## config.mk

```make
export PLATFORM = sky130hd
export DESIGN_NAME = forth_cpu
export DESIGN_NICKNAME = d
export VERILOG_FILES = /design/src/rtl/forth_cpu.sv
export SDC_FILE = /design/constraint.sdc
export NUM_CORES = 1
export LEC_CHECK = 0
export BUFFER_PORTS_ARGS = -buffer_cell sky130_fd_sc_hd__clkbuf_2
export CORE_MARGIN = 3
export CORE_UTILIZATION = 50
export CTS_CLUSTER_SIZE = 25
export DETAILED_ROUTE_END_ITERATION = 10
export PLACE_DENSITY = 0.71
export SYNTH_ARGS = -nofsm -noshare
export SYNTH_HDL_FRONTEND = slang
export SYNTH_SLANG_ARGS = --single-unit
```

## constraint.sdc

```tcl
create_clock -name clk -period 9.24 [get_ports clk]
set_input_delay 0 -clock clk [delete_from_list [all_inputs] [get_ports clk]]
set_output_delay 0 -clock clk [all_outputs]
set_load 0.03 [all_outputs]
```

## src/rtl/forth_cpu.sv

```systemverilog
// rtl/forth_cpu.sv - 16-bit J1-style Forth stack processor core
// TOS in a register, NOS/R from 16-deep on-chip stacks; one instruction per clock.
module forth_cpu (
   input  logic        clk,
   input  logic        reset,
   output logic [9:0]  iaddr,
   input  logic [15:0] idata,
   output logic [7:0]  daddr,
   output logic [15:0] ddata_write,
   input  logic [15:0] ddata_read,
   output logic        dwrite
);

   typedef enum logic {S_FETCH, S_EXEC} state_t;

   state_t      r_state, w_state_nxt;
   logic [9:0]  r_ip, w_ip_nxt, w_ip_inc;
   logic [15:0] r_tos, w_tos_nxt;
   logic [3:0]  r_psp, w_psp_nxt;
   logic [3:0]  r_rsp, w_rsp_nxt;
   logic [15:0] r_pstack [0:15];
   logic [15:0] r_rstack [0:15];

   logic [15:0] w_nos, w_r, w_alu;
   logic        w_pwe, w_rwe;
   logic [3:0]  w_pwa, w_rwa;
   logic [15:0] w_rwd;
   logic        w_dwrite;

   assign w_nos    = r_pstack[r_psp];
   assign w_r      = r_rstack[r_rsp];
   assign w_ip_inc = r_ip + 10'd1;

   always_comb begin
      w_alu = 16'h0000;
      case (idata[2:0])
         3'd0: w_alu = ~r_tos;
         3'd1: w_alu = {r_tos[15], r_tos[15:1]};
         3'd2: w_alu = (r_tos == 16'h0000) ? 16'hFFFF : 16'h0000;
         3'd3: w_alu = 16'h0000 - r_tos;
         3'd4: w_alu = w_nos & r_tos;
         3'd5: w_alu = w_nos | r_tos;
         3'd6: w_alu = w_nos ^ r_tos;
         3'd7: w_alu = w_nos + r_tos;
         default: w_alu = 16'h0000;
      endcase
   end

   always_comb begin
      w_state_nxt = S_EXEC;
      w_ip_nxt    = r_ip;
      w_tos_nxt   = r_tos;
      w_psp_nxt   = r_psp;
      w_rsp_nxt   = r_rsp;
      w_pwe       = 1'b0;
      w_pwa       = r_psp + 4'd1;
      w_rwe       = 1'b0;
      w_rwa       = r_rsp + 4'd1;
      w_rwd       = r_tos;
      w_dwrite    = 1'b0;

      if (r_state == S_EXEC) begin
         w_ip_nxt = w_ip_inc;
         if (!idata[15]) begin
            w_pwe     = 1'b1;
            w_psp_nxt = r_psp + 4'd1;
            w_tos_nxt = {1'b0, idata[14:0]};
         end else begin
            case (idata[14:13])
               2'b00: begin
                  w_psp_nxt = r_psp - 4'd1;
                  w_tos_nxt = w_nos;
                  if (r_tos == 16'h0000) w_ip_nxt = idata[9:0];
               end
               2'b01: w_ip_nxt = idata[9:0];
               2'b10: begin
                  w_rwe     = 1'b1;
                  w_rwd     = {6'b0, w_ip_inc};
                  w_rsp_nxt = r_rsp + 4'd1;
                  w_ip_nxt  = idata[9:0];
               end
               default: begin
                  case (idata[7:6])
                     2'b00:   w_tos_nxt = w_alu;
                     2'b01:   w_tos_nxt = r_tos;
                     2'b10:   w_tos_nxt = w_nos;
                     default: w_tos_nxt = w_r;
                  endcase
                  if (idata[9]) w_tos_nxt = ddata_read;
                  w_dwrite = idata[8];

                  case (idata[3:2])
                     2'b01: w_psp_nxt = r_psp - 4'd1;
                     2'b10: begin
                        w_pwe = 1'b1;
                        w_pwa = r_psp;
                     end
                     2'b11: begin
                        w_pwe     = 1'b1;
                        w_psp_nxt = r_psp + 4'd1;
                     end
                     default: ;
                  endcase

                  // Control flag only means return/execute for R-op 00/11.
                  if (idata[12] && idata[5:4] == 2'b00) begin
                     w_ip_nxt  = w_r[9:0];
                     w_rsp_nxt = r_rsp - 4'd1;
                  end else if (idata[12] && idata[5:4] == 2'b11) begin
                     w_rwe     = 1'b1;
                     w_rwd     = {6'b0, w_ip_inc};
                     w_rsp_nxt = r_rsp + 4'd1;
                     w_ip_nxt  = r_tos[9:0];
                  end else if (idata[5:4] == 2'b01) begin
                     w_rsp_nxt = r_rsp - 4'd1;
                  end else if (idata[5:4] == 2'b11) begin
                     w_rwe     = 1'b1;
                     w_rsp_nxt = r_rsp + 4'd1;
                  end
               end
            endcase
         end
      end
   end

   always_ff @(posedge clk or negedge reset) begin
      if (!reset) begin
         r_state <= S_FETCH;
         r_ip    <= 10'd0;
         r_tos   <= 16'h0000;
         r_psp   <= 4'd0;
         r_rsp   <= 4'd0;
      end else begin
         r_state <= w_state_nxt;
         r_ip    <= w_ip_nxt;
         r_tos   <= w_tos_nxt;
         r_psp   <= w_psp_nxt;
         r_rsp   <= w_rsp_nxt;
      end
   end

   always_ff @(posedge clk) begin
      if (w_pwe) r_pstack[w_pwa] <= r_tos;
      if (w_rwe) r_rstack[w_rwa] <= w_rwd;
   end

   // Next IP goes straight out so synchronous instruction RAM never bubbles.
   assign iaddr       = w_ip_nxt;
   assign daddr       = r_tos[7:0];
   assign dwrite      = w_dwrite;
   assign ddata_write = w_dwrite ? w_nos : 16'h0000;

endmodule

```

==> impl_metrics.csv, run 1 <==
group,metric,value,unit
clocking,cts_setup_buffers,0,
setup_path,cp_slowest_cell,"dfrtp_4",
sta,rsz0062_at_grt,"no",
global_route,grt_pass1_wl,104,mm
logic_synthesis,synthTopCellsByArea,"edfxtp_1 60%, mux4_2 11%, dfrtp_1 3.4%",
clocking,clkSlewWorstSetupHoldPaths,70,ps
layout,n_fill_cell,3897,
logic_synthesis,async_reset_ff_frac,0.0640,
route,dr_total_vias,16400,
setup_path,critPathCaptureType,"register",
layout,num_antenna_cells,0,
clocking,cts.sinks,547,
sta,finalSetupViolations,0,
pwr,peakVddDrop,213,µV
logic_synthesis,synthDistinctLibCells,77,
flow_run,cap_violations,0,
clocking,clk-insertion-delay-late,610,ps
logic_synthesis,syn-cell-area,0.0255,mm²
placed_design,hpwl,44.1,mm
die,start_util,0.508,
logic_synthesis,synth-main-ff-cell,"edfxtp_1",
die,top_level_ports,69,
setup_path,critPathMaxStageDelay,1100,ps
logic_synthesis,yosysWarnings,0,
die,die-area,0.0538,mm²
route,routedWlPerCell,27.5,µm
route,ant_nets,0,
clocking,ctsResizeCount,0,
setup_path,critPathLaunchType,"register",
clocking,cts_max_path_buffers,3,
clocking,cts_tree,"built",
sta,hold_viol,0,
global_route,antenna_found_initial,1,
global_route,grt_pass1_vias,16100,
logic_synthesis,synth-seq-area-share,0.636,
setup_path,crit_type,"register to register",
placed_design,preCtsSetupSlack,4140,ps
die,fp.dieW,232,µm
sta,setup-tns-final,0,ps
die,rows,82,
run_status,outcome,"complete, no violations",
sta,slew_headroom,0.172,
route,routed_wl,70.4,mm
die,die_y,232,µm
layout,fin_util,0.569,
sta,worstMarginPinSlew,1240,ps
route,drt_iter0_markers,2134,
layout,area_growth,11.9,%
placed_design,io_buffers,68,
worst_hold_path,hp-class,"input pin to async pin",
route,drc,0,
sta,period_share,0.611,
sta,fin_skew,34.1,ps
global_route,grt-ovfl-total,0,
global_route,grt_usage,0.262,
clocking,cts-root-buf,"clkbuf_16",
clocking,hold_buffers,22,
sta,finalWorstSetupSlack,3600,ps
sta,fmax,177,MHz
setup_path,required,9730,ps
clocking,cts_buffers,55,
logic_synthesis,synth_seq_cells,547,
sta,min_period,5640,ps
logic_synthesis,synth_top_area_cell,"edfxtp_1",
logic_synthesis,synth_edf_count,512,
layout,fin_nets,1932,
setup_path,cp.arrival,6140,ps
sta,drv_slew,0,
placed_design,routabilityCongestion,0.962,
pwr,power_leakage,9.76,nW
route,via_per_inst,6.42,
logic_synthesis,postSynthAreaPerCell,14.6,µm²
clocking,cts_max_level,2,
global_route,grt_max_degree,68,
setup_path,crit_fanout,54,
layout,final_cell_mix,"512 x edfxtp_1, 123 x nor2_1, 122 x nand2_1",
setup_path,path_cells,"buf_4 > mux4_2 > mux2_2 > o21ai_2 > ha_1 > a21o_1 > a221o_1 > a41oi_1 > xnor2_1 > a211o_1 > o21ai_1 > o211ai_1 > dlygate4sd3_1",
logic_synthesis,syn-instance-count,1746,
layout,drive_gt1_frac,0.207,
logic_synthesis,synth_top_area_frac,0.602,
layout,final_common_cell,"edfxtp_1",
logic_synthesis,syn_nets,1831,
route,dr.pass1.iters,5,
pwr,pwr_density_cell,307,mW/mm²
die,core_area,0.0503,mm²
==> metrics by stage <==
step | cell area, µm² | hold WS (ps) | cells | power [mW]
6_report | 28600 | 15.9 | 2559 | 8.77
2_1_floorplan | 25500 | -296 | 1746 | 5.65
3_5_place_dp | 26700 | 116 | 2439 | 6.65
3_3_place_gp | 26700 | 112 | 2439 | 6.60
5_1_grt | 28600 | 80.2 | 2559 | 9.15
4_1_cts | 28600 | 3.43 | 2558 | 8.75
==> flip-flops by register name (all words and copies together), names as in the netlist <==
| register | flops |
|---|---|
| r_rstack | 256 |
| r_ip | 10 |
| r_pstack | 256 |
| r_psp | 4 |
| r_rsp | 4 |
| r_state | 1 |
| r_tos | 16 |
==> power breakdown <==
| group | internal [mW] | switching [mW] |
|---|---|---|
| clock network | 1.18 | 0.911 |
| registers | 3.06 | 0.262 |
| logic | 1.29 | 2.07 |
| total | 5.53 | 3.25 |
==> cell families after synthesis <==
| family | count (synthesis) | share of synthesized area |
|---|---|---|
| compound gates | 370 | 0.0950 |
| flops | 547 | 0.636 |
| fa+ha+maj | 51 | 0.0253 |
| other cells | 1 | 0.000147 |
| simple gates | 400 | 0.0722 |
| mux | 173 | 0.128 |
| buf+inv | 166 | 0.0299 |
| xor+xnor | 38 | 0.0130 |
==> final timing paths <==
kind | start | depth (start not counted) | to | slack [ps]
min in group clk | ddata_read[5] | 5 | r_tos[5]$_DFFE_PN0P_ | 40
worst max register to register | r_psp[0]$_DFFE_PN0P_ | 13 | r_tos[10]$_DFFE_PN0P_ | 3600
max in group asynchronous | reset | 3 | r_rsp[0]$_DFFE_PN0P_ | 8780
worst min-delay path | reset | 3 | r_psp[3]$_DFFE_PN0P_ | 20
worst min register to register | r_psp[3]$_DFFE_PN0P_ | 1 | r_psp[3]$_DFFE_PN0P_ | 570
worst max-delay path | r_psp[0]$_DFFE_PN0P_ | 13 | r_tos[10]$_DFFE_PN0P_ | 3600
==> worst max-delay path: cells and delay by family (launching register included) <==
| kind | cells | cell delay, ps |
|---|---|---|
| multiplexers | 2 | 850 |
| adder cells (fa/ha/maj) | 1 | 380 |
| XOR/XNOR | 1 | 110 |
| buffers and inverters | 2 | 1090 |
| AO/OA/AOI/OAI | 7 | 1960 |
| flip-flops | 1 | 1100 |
==> cell type report <==
cell class / count / area [µm²] / share of cell area
clock buffers: 70 / 1430 / 0.0501
clock inverters: 27 / 226 / 0.00792
inverters: 54 / 203 / 0.00709
multi-input cells: 1033 / 8560 / 0.299
flip-flops and latches: 547 / 16300 / 0.569
well taps: 672 / 841 / 0.0294
repair buffers: 156 / 1060 / 0.0371
==> routing by layer <==
layer | vias to the layer above | part of all wire | GRT usage
li1 | 7030 | - | -
met1 | 8127 | 0.40 | 0.385
met2 | 1083 | 0.44 | 0.385
met3 | 194 | 0.11 | 0.0470
met4 | 0 | 0.050 | 0.116
met5 | - | 0 | 0
==> cells in the mapped netlist (23+ instances only) <==
| master | number |
|---|---|
| edfxtp_1 | 512 |
| nor2_1 | 139 |
| nand2_1 | 122 |
| mux4_2 | 121 |
| o21ai_0 | 98 |
| a21oi_1 | 89 |
| clkbuf_1 | 64 |
| ha_1 | 50 |
| inv_1 | 50 |
| nand3_1 | 42 |
| dfrtp_1 | 35 |
| mux2i_1 | 34 |
| nor3_1 | 24 |
| xnor2_1 | 24 |
| a211oi_1 | 23 |
(Power assumes the default switching activity.)
==> run 2, diff against run 1 <==
Settings changed: PLACE_DENSITY 0.71 to 0.74.
Clock period 9.24 ns to 4.56 ns, I/O delays scaled along.
==> impl_metrics.csv, run 2 (synthesized netlist as in run 1, its figures left out) <==
group,metric,value,unit
run_status,outcome,"complete, no violations",
sta,slew_headroom,0.0439,
placed_design,hpwl,47.1,mm
sta,setup-tns-final,0,ps
sta,rsz0062_at_grt,"no",
layout,fin_util,0.576,
sta,drv_slew,0,
pwr,total_power,18.1,mW
sta,hold_viol,0,
global_route,grt-ovfl-total,0,
placed_design,place_inst,2475,
sta,fmax,227,MHz
clocking,cts_max_path_buffers,3,
clocking,cts_buffers,54,
setup_path,critPathCaptureType,"register",
route,routed_wl,71.1,mm
placed_design,routabilityCongestion,1.02,
worst_hold_path,hp-class,"input pin to register",
pwr,power_leakage,9.97,nW
clocking,cts-root-buf,"clkbuf_16",
global_route,grt_usage,0.266,
layout,area_growth,13.5,%
pwr,pwr_density_cell,624,mW/mm²
placed_design,io_buffers,68,
sta,fin_skew,38.4,ps
die,core_area,0.0503,mm²
die,die_y,232,µm
clocking,clkSlewWorstSetupHoldPaths,60,ps
global_route,antenna_found_initial,3,
route,ant_nets,0,
setup_path,crit_fanout,8,
clocking,cts.sinks,547,
flow_run,cap_violations,0,
setup_path,critPathLaunchType,"register",
route,dr_total_vias,16800,
clocking,cts_max_level,2,
route,via_per_inst,6.46,
setup_path,crit_type,"register to register",
die,top_level_ports,69,
die,rows,82,
sta,worstMarginPinSlew,1430,ps
route,drc,0,
global_route,grt_pass1_vias,16600,
die,start_util,0.508,
pwr,peakVddDrop,325,µV
sta,period_share,0.966,
die,fp.dieW,232,µm
clocking,cts_setup_buffers,0,
die,die-area,0.0538,mm²
route,drt_iter0_markers,2507,
layout,final_common_cell,"edfxtp_1",
sta,finalSetupViolations,0,
layout,reg_top3,"r_pstack: 256 flops, r_rstack: 256 flops, r_tos: 16 flops",
layout,fin_nets,1969,
global_route,grt_max_degree,45,
clocking,clk-insertion-delay-late,630,ps
route,routedWlPerCell,27.4,µm
clocking,cts_tree,"built",
layout,drive_gt1_frac,0.222,
sta,min_period,4400,ps
route,dr.pass1.iters,8,
setup_path,r2r_slack,160,ps
global_route,grt_pass1_wl,106,mm
setup_path,cp.arrival,4890,ps
layout,final_cell_mix,"512 x edfxtp_1, 123 x nor2_1, 122 x nand2_1",
layout,n_fill_cell,3841,
setup_path,required,5050,ps
layout,finalNonFillerCells,2600,
## run 2: cell type report
| cell class | count | area, µm² | area share |
|---|---|---|---|
| Clock inverter | 37 | 292 | 0.0101 |
| Clock buffer | 62 | 1380 | 0.0477 |
| Timing Repair Buffer | 194 | 1430 | 0.0492 |
| Tap cell | 672 | 841 | 0.0290 |
| Multi-Input combinational cell | 1033 | 8570 | 0.296 |
| Inverter | 54 | 203 | 0.00699 |
| Antenna cell | 1 | 2.50 | 0.0000864 |
| Sequential cell | 547 | 16300 | 0.561 |
## run 2: through the flow
stage / instance area (µm²) / setup WS, ps / hold slack (ps)
CTS: 28900 / 34.0 / 9.15
global placement: 27000 / 464 / 116
finish: 29000 / 155 / 50.0
floorplan: 25500 / 597 / -296
global route: 29000 / 1.31 / 88.0
detailed placement: 27000 / 420 / 108
## run 2: worst paths after layout
path                                 startpoint                    end  depth (start not counted)
max                        r_psp[0]$_DFFE_PN0P_  r_tos[14]$_DFFE_PN0P_                         13
min                                    idata[3]   r_tos[3]$_DFFE_PN0P_                          5
max reg2reg                r_psp[0]$_DFFE_PN0P_  r_tos[14]$_DFFE_PN0P_                         13
min reg2reg                   r_ip[7]$_DFF_PN0_      r_ip[7]$_DFF_PN0_                          2
max in group asynchronous                 reset   r_rsp[0]$_DFFE_PN0P_                          4
min in group asynchronous                 reset   r_psp[0]$_DFFE_PN0P_                          4
## run 2: power breakdown
group          switching [mW]  total [mW]  internal, mW
clock                    1.90        4.20          2.30
combinational            4.39        7.23          2.84
sequential              0.459        6.66          6.20
## run 2: what timing repair did
action                                  4_1_cts  5_1_grt
endpoints found under the setup margin        0        2
hold endpoints to repair                     49        0
hold buffers                                 24        0
resized for setup                             0        4
## run 2: critical path, cell delays in order, from the launching register on
cell	delay, ps
dfrtp_4	540
mux4_2	550
mux2_2	300
o21ai_1	220
inv_1	90
ha_1	230
fa_1	440
a21o_1	220
a221o_1	370
a41oi_2	300
nor3_1	110
mux2i_1	230
a31oi_1	110
dlygate4sd3_1	560
## run 2: metal layers
metal,vias up,track usage,part of all wire
met5,-,0,0.00017
met4,2,0.103,0.041
met1,8401,0.371,0.38
met3,178,0.0621,0.12
met2,1127,0.409,0.47
li1,7094,-,-
==> run 3, diff against run 2 <==
Settings changed: PLACE_DENSITY 0.74 to default, PLACE_DENSITY_LB_ADDON from default to 0.3, REMOVE_ABC_BUFFERS from default to 1.
==> impl_metrics.csv, run 3 (synthesized netlist as in run 1, its figures left out) <==
group,metric,value,unit
setup_path,crit_type,"register to register",
global_route,grt_max_degree,40,
layout,final_common_cell,"edfxtp_1",
global_route,grt_pass1_wl,105,mm
layout,fin_nets,1972,
sta,hold_viol,0,
die,core_area,0.0503,mm²
route,drc,0,
clocking,cts_max_path_buffers,3,
route,dr.pass1.iters,6,
route,ant_nets,0,
run_status,outcome,"complete, no violations",
clocking,clkSlewWorstSetupHoldPaths,70,ps
layout,seq_area,0.0163,mm²
route,drt_iter0_markers,1813,
pwr,power_leakage,10.0,nW
global_route,grt_pass1_vias,16300,
die,start_util,0.508,
die,die_y,232,µm
placed_design,hpwl,46.8,mm
clocking,cts-root-buf,"clkbuf_16",
setup_path,critPathCaptureType,"register",
flow_run,cap_violations,0,
clocking,cts_tree,"built",
placed_design,preCtsSetupSlack,150,ps
route,routed_wl,70.2,mm
route,via_per_inst,6.22,
setup_path,critPathLaunchType,"register",
worst_hold_path,hp-class,"input pin to async pin",
global_route,grt-ovfl-total,0,
placed_design,place_inst,2472,
placed_design,io_buffers,68,
setup_path,cp.arrival,4820,ps
setup_path,required,5110,ps
route,routedWlPerCell,26.9,µm
global_route,grt_usage,0.263,
sta,worstMarginPinSlew,1290,ps
sta,drv_slew,0,
setup_path,crit_fanout,19,
layout,multi_input_area,0.00858,mm²
global_route,antenna_found_initial,2,
layout,finalNonFillerCells,2605,
sta,finalWorstSetupSlack,283,ps
sta,setup-tns-final,0,ps
layout,final_cell_mix,"512 x edfxtp_1, 122 x nand2_1, 121 x mux4_2",
clocking,cts_max_level,2,
die,rows,82,
setup_path,r2r_cells,13,
sta,fmax,234,MHz
sta,min_period,4280,ps
die,fp.dieW,232,µm
layout,area_growth,14.0,%
sta,period_share,0.938,
sta,finalSetupViolations,0,
clocking,cts_buffers,55,
layout,n_fill_cell,3930,
layout,drive_gt1_frac,0.233,
placed_design,routabilityCongestion,0.968,
sta,fin_skew,24.9,ps
layout,reg_top3,"r_pstack: 256 flops, r_rstack: 256 flops, r_tos: 16 flops",
die,top_level_ports,69,
sta,rsz0062_at_grt,"no",
clocking,clk-insertion-delay-late,610,ps
pwr,peakVddDrop,498,µV
die,die-area,0.0538,mm²
sta,slew_headroom,0.141,
route,dr_total_vias,16200,
clocking,cts.sinks,547,
pwr,pwr_density_cell,621,mW/mm²
run 3: cell types whose count changed in the layout (fill, tap and decap cells not counted), moves of 3 or more:
cell	before	now
buf_4	96	99
bufinv_16	2	5
clkinv_1	23	13
clkinv_2	6	13
clkinvlp_4	2	6
nor2_1	123	114
nor2_2	17	26
run 3: routing by layer:
layer  vias to the layer above  track usage  routed length (µm)
met5                         -            0                  13
met1                      8217        0.352               27600
li1                       7094            -                   -
met4                         2       0.0937                2480
met3                       157       0.0413                5310
met2                       746        0.441               34800
run 3: repair_timing:
item / 4_1_cts / 5_1_grt
resized for setup: 0 / 1
hold endpoints to repair: 53 / 0
hold buffers: 24 / 0
buffers inserted: 0 / 6
setup endpoints to repair: 0 / 3
run 3: report_power, final:
part	internal (mW)	switching, mW	total (mW)
sequential	6.20	0.505	6.71
combinational	2.83	4.10	6.93
clock	2.57	1.87	4.44
run 3: worst max-delay path, stage by stage (launching register included):
cell	delay [ps]
dfrtp_2	660
buf_4	370
mux4_2	350
mux4_2	540
inv_1	150
ha_1	290
a21oi_1	270
o21ai_0	170
nor2_2	290
xor2_1	120
o211ai_1	210
nand2_1	90
a21oi_1	140
dlygate4sd3_1	560
run 3: path summary, 6_finish.rpt:
| kind | from | end | slack, ps |
|---|---|---|---|
| min in group clk | idata[12] | r_rsp[1]$_DFFE_PN0P_ | 50 |
| worst max register to register | r_psp[1]$_DFFE_PN0P_ | r_tos[7]$_DFFE_PN0P_ | 280 |
| worst max-delay path | r_psp[1]$_DFFE_PN0P_ | r_tos[7]$_DFFE_PN0P_ | 280 |
| worst min-delay path | reset | r_ip[5]$_DFF_PN0_ | 40 |
| worst min register to register | r_ip[3]$_DFF_PN0_ | r_ip[3]$_DFF_PN0_ | 610 |
| max in group asynchronous | reset | r_psp[0]$_DFFE_PN0P_ | 4030 |
run 3: metrics by stage:
stage,power [mW],util,hold slack (ps),instance area (µm²)
floorplan,11.3,-,-296,25000
global placement,13.4,0.537,131,27000
detailed placement,13.5,0.537,134,27000
CTS,18.0,0.578,14.6,29000
global route,18.9,0.579,61.6,29100
finish,18.1,0.579,41.4,29100
run 3: area by class of cell:
cell class,instances,area share
inverter,54,0.00697
tap,672,0.0289
multi-input combinational,1033,0.295
clock inverter,37,0.0113
antenna,1,0.0000860
clock buffer,65,0.0501
timing repair buffer,196,0.0489
sequential,547,0.559
